**src/rtl/mult_pkg.sv**
```systemverilog
// Shared definitions for the sequential shift-and-add multiplier.
// State encodings, default operand width and counter width helper.
package mult_pkg;

    localparam int WIDTH_DEF = 4;

    localparam logic [1:0] S_IDLE = 2'b00;
    localparam logic [1:0] S_RUN  = 2'b01;
    localparam logic [1:0] S_DONE = 2'b10;

    function automatic int cnt_width(input int w);
        return (w < 2) ? 1 : $clog2(w);
    endfunction

    localparam int CNT_W = cnt_width(WIDTH_DEF);

endpackage

```
**src/rtl/ripple_adder_n.sv**
```systemverilog
// Combinational WIDTH-bit ripple-carry adder.
// Built from a chain of full-adder cells.
module ripple_adder_n
    import mult_pkg::*;
#(
    parameter int WIDTH = WIDTH_DEF
) (
    input  logic [WIDTH-1:0] a,
    input  logic [WIDTH-1:0] b,
    input  logic             cin,
    output logic [WIDTH-1:0] sum,
    output logic             cout
);

    logic [WIDTH:0] c;

    assign c[0] = cin;

    for (genvar i = 0; i < WIDTH; i++) begin : g_fa
        assign sum[i]   = a[i] ^ b[i] ^ c[i];
        assign c[i + 1] = (a[i] & b[i]) | (c[i] & (a[i] ^ b[i]));
    end

    assign cout = c[WIDTH];

endmodule

```
**src/rtl/mult_seq_ctrl.sv**
```systemverilog
// Sequencer for an unsigned shift-and-add multiplier.
// One shared ripple adder, WIDTH iterations, registered product.
module mult_seq_ctrl
    import mult_pkg::*;
#(
    parameter int WIDTH = WIDTH_DEF
) (
    input  logic                 clk,
    input  logic                 rst_n,
    input  logic                 start,
    input  logic [WIDTH-1:0]     multiplicand,
    input  logic [WIDTH-1:0]     multiplier,
    output logic                 busy,
    output logic                 done,
    output logic [2*WIDTH-1:0]   product
);

    localparam int CW = cnt_width(WIDTH);

    logic [1:0]       state;
    logic [CW-1:0]    cnt;
    logic [WIDTH-1:0] a;
    logic [WIDTH-1:0] q;
    logic [WIDTH-1:0] acc;
    logic [WIDTH-1:0] addend;
    logic [WIDTH-1:0] sum;
    logic             carry;

    assign addend = a & {WIDTH{q[0]}};
    assign busy   = (state != S_IDLE);

    ripple_adder_n #(.WIDTH(WIDTH)) u_add (
        .a    (acc),
        .b    (addend),
        .cin  (1'b0),
        .sum  (sum),
        .cout (carry)
    );

    // FSM, iteration counter and the ACC/Q/A shift registers
    always_ff @(posedge clk or negedge rst_n) begin
        if (!rst_n) begin
            state <= S_IDLE;
            cnt   <= '0;
            a     <= '0;
            q     <= '0;
            acc   <= '0;
        end else begin
            case (state)
                S_IDLE: begin
                    if (start) begin
                        a     <= multiplicand;
                        q     <= multiplier;
                        acc   <= '0;
                        cnt   <= '0;
                        state <= S_RUN;
                    end
                end
                S_RUN: begin
                    acc <= {carry, sum[WIDTH-1:1]};
                    q   <= {sum[0], q[WIDTH-1:1]};
                    cnt <= cnt + 1'b1;
                    if (cnt == CW'(WIDTH - 1)) begin
                        state <= S_DONE;
                    end
                end
                S_DONE: begin
                    state <= S_IDLE;
                end
                default: begin
                    state <= S_IDLE;
                end
            endcase
        end
    end

    // Product is published whole on the DONE edge with a one-cycle done pulse
    always_ff @(posedge clk or negedge rst_n) begin
        if (!rst_n) begin
            done    <= 1'b0;
            product <= '0;
        end else begin
            done <= (state == S_DONE);
            if (state == S_DONE) begin
                product <= {acc, q};
            end
        end
    end

endmodule
```
**config.mk**
```make
export PLATFORM = sky130hd
export DESIGN_NAME = mult_seq_ctrl
export DESIGN_NICKNAME = d
export VERILOG_FILES = /design/src/rtl/mult_pkg.sv /design/src/rtl/ripple_adder_n.sv /design/src/rtl/mult_seq_ctrl.sv
export SDC_FILE = /design/constraint.sdc
export NUM_CORES = 1
export LEC_CHECK = 0
export ABC_AREA = 1
export BUFFER_PORTS_ARGS = -buffer_cell sky130_fd_sc_hd__clkbuf_2
export CORE_UTILIZATION = 45
export DETAILED_ROUTE_END_ITERATION = 12
export GPL_ROUTABILITY_DRIVEN = 0
export MAX_ROUTING_LAYER = met4
export PLACE_DENSITY_LB_ADDON = 0.08
export SYNTH_ARGS = -nofsm -noshare
export SYNTH_HDL_FRONTEND = slang
export SYNTH_SLANG_ARGS = --single-unit
```
**constraint.sdc**
```tcl
create_clock -name clk -period 2.3 [get_ports clk]
set_clock_uncertainty 0.05 [all_clocks]
set_input_delay 0.115 -clock clk [delete_from_list [all_inputs] [get_ports clk]]
set_output_delay 0.115 -clock clk [all_outputs]
set_load 0.02 [all_outputs]
```
=== Word level (Yosys, flattened, before mapping) ===
Cells that the tools add are included.

* $add $sub $neg: 1
* Multiply operators: 0
* Divide/modulo/power cells: 0
* $lt $le $gt $ge: 0
* Eq/ne operators: 5
* Shift-type cells: 0
* Mux-type cells: 9
* Bitwise logic cells: 18
* Reductions and logical operators: 6

{| class="wikitable"
|+ Operators by type and width
! operator !! count
|-
| one-hot mux 4 bit (2 select lines) || 2
|-
| two-way mux 4 bit || 2
|-
| one-hot mux 2 bit (2 select lines) || 2
|-
| bitwise AND 1 bit || 7
|-
| bitwise XOR 1 bit || 7
|-
| two-way mux 2 bit || 3
|-
| AND reduction 2 bit || 3
|-
| bitwise AND 4 bit || 1
|-
| == test 2 bit, second input constant || 2
|-
| inequality test 2 bit, second input constant || 2
|-
| nonzero test 2 bit || 2
|-
| bitwise OR 1 bit || 3
|-
| adder 2 x 1 -> 2 bit, second input constant || 1
|-
| == test 2 x 1 -> 1 bit, second input constant || 1
|-
| logical NOT 2 bit || 1
|}

* Register bits after elaboration: 25
* Bits in latches: 0
* Bits in writable memories: 0
* Memory bits (read-only): 0
* Input bits: 11
* Logic and storage cells: 46
* Memories kept: 0

=== Logic depth before layout (Yosys ltp) ===
* Depth after elaboration: 9
* Mapped depth: 10

=== By module ===
A second synthesis with hierarchy kept.

* Cells, all modules: 142
* Area, all modules: 1187.4 um^2

{| class="wikitable"
|+ Modules (own cells, without submodules)
! module !! times used !! cells each !! area an instance (um^2) !! seq. area each (um^2)
|-
| mult_seq_ctrl || 1 || 128 || 1069.8 || 625.6
|-
| ripple_adder_n || 1 || 14 || 117.6 || 0.0
|}

=== Worst setup path before layout ===
Ideal clock, no wire load.

* Kind: flip-flop to flip-flop
* Start point: reg q[0]
* End point: reg acc[2]
* Data arrival time: 1.848 ns
* Slack: 0.319 ns
* Stages on the path, launching flop included: 11
* Buffers on the path: 0
* Clock period less this slack: 1.981 ns
* Path through: dfrtp_1 nand2_1 inv_1 ha_1 inv_1 fa_1 inv_1 fa_1 inv_1 fa_1 o21ai_0

* Cells in the longest elaborated chain, start to end: 8
* Elaborated cells on any way between the ends: 13
* Classes of those cells: 1 x mux; 12 x bitwise

{| class="wikitable"
|+ RTL lines
! what !! RTL line !! source
|-
| from (decl) || mult_seq_ctrl.sv:23 || <nowiki>logic [WIDTH-1:0] q;</nowiki>
|-
| from (signal assigned) || mult_seq_ctrl.sv:53 || <nowiki>q <= multiplier;</nowiki>
|-
| from (signal assigned) || mult_seq_ctrl.sv:61 || <nowiki>q <= {sum[0], q[WIDTH-1:1]};</nowiki>
|-
| bitwise AND 4 bit * || mult_seq_ctrl.sv:29 || <nowiki>assign addend = a & {WIDTH{q[0]}};</nowiki>
|-
| bitwise AND 1 bit / bitwise XOR 1 bit (equally long branches) || ripple_adder_n.sv:21 || <nowiki>assign c[i + 1] = (a[i] & b[i]) | (c[i] & (a[i] ^ b[i]));</nowiki>
|-
| bitwise AND 1 bit || ripple_adder_n.sv:21 ||
|-
| bitwise OR 1 bit || ripple_adder_n.sv:21 ||
|-
| bitwise AND 1 bit || ripple_adder_n.sv:21 ||
|-
| bitwise OR 1 bit || ripple_adder_n.sv:21 ||
|-
| bitwise XOR 1 bit * || ripple_adder_n.sv:20 || <nowiki>assign sum[i] = a[i] ^ b[i] ^ c[i];</nowiki>
|-
| one-hot mux 4 bit (2 select lines) * || mult_seq_ctrl.sv:49 || <nowiki>case (state)</nowiki>
|-
| to (signal assigned) || mult_seq_ctrl.sv:60 || <nowiki>acc <= {carry, sum[WIDTH-1:1]};</nowiki>
|-
| to (decl) || mult_seq_ctrl.sv:24 || <nowiki>logic [WIDTH-1:0] acc;</nowiki>
|}

Every way passes the cells marked *; elsewhere a longest branch is shown, timed or not.
A chain may end at the register's enable or synchronous reset.

=== Worst setup path in the final report ===
Same ends and word-level chain as after synthesis.

==> out/metrics.csv <==
stage,metric,value,unit
placed_design,hpwl,1420,um
cts,clock_sinks,25,
sta,slew_violations,0,
logic_synthesis,synth.distinct_cells,13,
die,dieArea,2680,um2
sta,relSlewSlack,60.2,%
cells_and_area,fillers,218,
setup_path,path_buf_inv,4,
power_and_ir_drop,power_density,1200,nW/um2
power_and_ir_drop,static-leakage-power,0.000733,uW
drt,via_count,875,
logic_synthesis,syn_area,1110,um2
cells_and_area,insertedDiodeCount,0,
cells_and_area,multi_input_area,422,um2
sta,rsz0062_at_grt,no,
hold_path,min_path_type,in2reg,
drt,wl_per_cell,10.8,um
cells_and_area,fin_cells,183,
power_and_ir_drop,switching_share,42.2,%
die,start_util,48.9,%
sta,finalCriticalPeriod,2.14,ns
grt,grt_pass1_wl,3620,um
setup_path,critical-path-slowest-cell,dfrtp_1,
status,status,"complete, no violations",
sta,fmax,467,MHz
setup_path,cpMostUsedCell,inv_1,
flow_run,drv_cap,0,
setup_path,crit_fanout,6,
cts,cts-root-buf,clkbuf_4,
sta,worstMarginPinSlew,0.596,ns
drt,postRouteAntennaNets,0,
power_and_ir_drop,comb_power_share,39.8,%
cells_and_area,regArea,626,um2
sta,hold_slack,0.0334,ns
grt,gr-usage-all-layers,18.8,%
sta,setup_tns,0,ns
power_and_ir_drop,p_switching,664,uW
die,rows,17,
die,core-area,2280,um2
drt,wl,1970,um
setup_path,crit_chain,"nand2_1, inv_1, ha_1, inv_1, fa_1, inv_1, fa_1, inv_1, fa_1, o21ai_0",
setup_path,critPathTopFamily,adder cells,
cts,clkTransAtPathRegs,0.13,ns
placed_design,dp.cells,174,
cts,htreeDepth,1,
die,die_w,51.7,um
grt,grt_pass1_vias,826,
grt,grt_max_degree,26,
cells_and_area,syn_to_final_growth,17.8,%
die,io_pins,21,
setup_path,end_kind,flop,
drt,drcViolationCount,0,
setup_path,startpoint_type,flop,
cells_and_area,drive_above_1_share,16.1,%
sta,hold_viol,0,
setup_path,crit_type,reg2reg,
logic_synthesis,synth-seq-cells,25,
setup_path,ff2ff_path_depth,10,
logic_synthesis,ys_warn_count,0,
logic_synthesis,syn_inst,128,
logic_synthesis,ys_seq_area_share,56.2,%
power_and_ir_drop,pwr-share-clk,12.4,%
sta,fin_crit_sh,93.1,%
cts,cts_setup_buffers,0,
sta,setup_viol,0,
power_and_ir_drop,peakVddDrop,0.513,mV
power_and_ir_drop,power_frac_seq,47.9,%
power_and_ir_drop,power.internal,909,uW
cts,cts_tree,done,
cts,ctsLongestPathBuffers,2,
hold_path,hold_depth,5,
drt,dr.pass1.iters,4,
setup_path,cpPeakStageDelay,0.46,ns
drt,drt_iter0_markers,14,
grt,gr-total-overflow,0,
setup_path,cp_data_required_time,2.49,ns
drt,via_per_inst,4.78,
cts,clkLatencyLatePin,0.31,ns
logic_synthesis,syn_avg_cell_area,8.70,um2
setup_path,arrival,2.33,ns
grt,antenna_found_initial,0,
cells_and_area,fin_nets,172,
setup_path,crit_cells,10,
die,die_y,51.7,um
cts,numCtsBuffers,3,
placed_design,numPortBuffers,20,
logic_synthesis,synth_nets,144,
[worst min-delay path: cells and delay by family]
kind | cells | cell delay, ns
buffers and inverters | 1 | 0.07
and+or+nand+nor | 4 | 0.18
[cells in the final DEF (no fill, tap or decap), drive strengths merged]
cell and n:
or2 1, dlygate4sd3 5, nor2 2, nand2 62
nand3 10, inv 12, ha 2, dfrtp 25
fa 3, buf 1, clkbuf 24, o21ai 8
[metal layers]
layer	vias up	wire [um]	GRT usage, %
met5	-	0	-
met4	0	18	4.05
met3	4	78	2.63
met2	23	935	32.9
met1	401	939	23.2
li1	447	-	-
[cell type report]
cell class | instances | share of cell area (%)
flip-flops and latches | 25 | 47.7
multi-input cells | 88 | 32.2
repair buffers | 26 | 12.0
inverters | 12 | 3.44
well taps | 28 | 2.67
clock buffers | 4 | 2.00
[power groups by stage]
| stage | clock network [uW] | registers [uW] | logic, uW |
|---|---|---|---|
| after floorplan | 0 | 792 | 405 |
| after global placement | 0 | 750 | 614 |
| after detailed placement | 0 | 761 | 630 |
| after CTS | 202 | 752 | 637 |
| after global routing | 215 | 777 | 744 |
| final | 195 | 753 | 626 |
[sequential cells by signal, indices dropped and copies added (netlist names)]
name     flops
q            4
done         1
a            4
state        2
cnt          2
product      8
acc          4
[cell usage after synthesis]
library cell / number / area, um2
nand2_1: 62 / 233
dfrtp_1: 25 / 626
inv_1: 11 / 41.3
nand3_1: 10 / 50.1
o21ai_0: 5 / 25.0
fa_1: 3 / 60.1
o21ai_1: 3 / 15.0
buf_2: 2 / 10.0
ha_1: 2 / 25.0
nor2_1: 2 / 7.51
buf_6: 1 / 11.3
inv_2: 1 / 3.75
or2_1: 1 / 6.26
[through the flow]
stage                     power, uW  utilization [%]  worst slack, ns  cell area, um2
final                          1570             57.6            0.159            1310
after global routing           1740             57.6           0.0119            1310
after CTS                      1590             57.6            0.165            1310
after detailed placement       1390             54.3            0.203            1230
after global placement         1360             54.3            0.279            1230
after floorplan                1200                -            0.319            1110
[path summary, 6_finish.rpt]
path                       slack, ns    endpoint           from
setup / recovery                0.16      acc[2]           q[0]
hold reg to reg                 0.45  product[6]     product[6]
max in group asynchronous       1.55        a[0]          rst_n
hold / removal                  0.03        q[2]  multiplier[2]
min in group asynchronous       0.27  product[6]          rst_n
setup reg to reg                0.16      acc[2]           q[0]
[what timing repair did]
action,4_1_cts,5_1_grt
resized for setup,0,0
endpoints found under the hold margin,29,0
hold buffers,5,0
[kinds of logic after synthesis]
family	count (synthesis)	share of synthesized area [%]
fa+ha+maj	5	7.64
buf+inv	15	5.95
compound gates	8	3.59
flops	25	56.2
simple gates	75	26.6
Note: power is estimated with default switching activity, not from simulation.
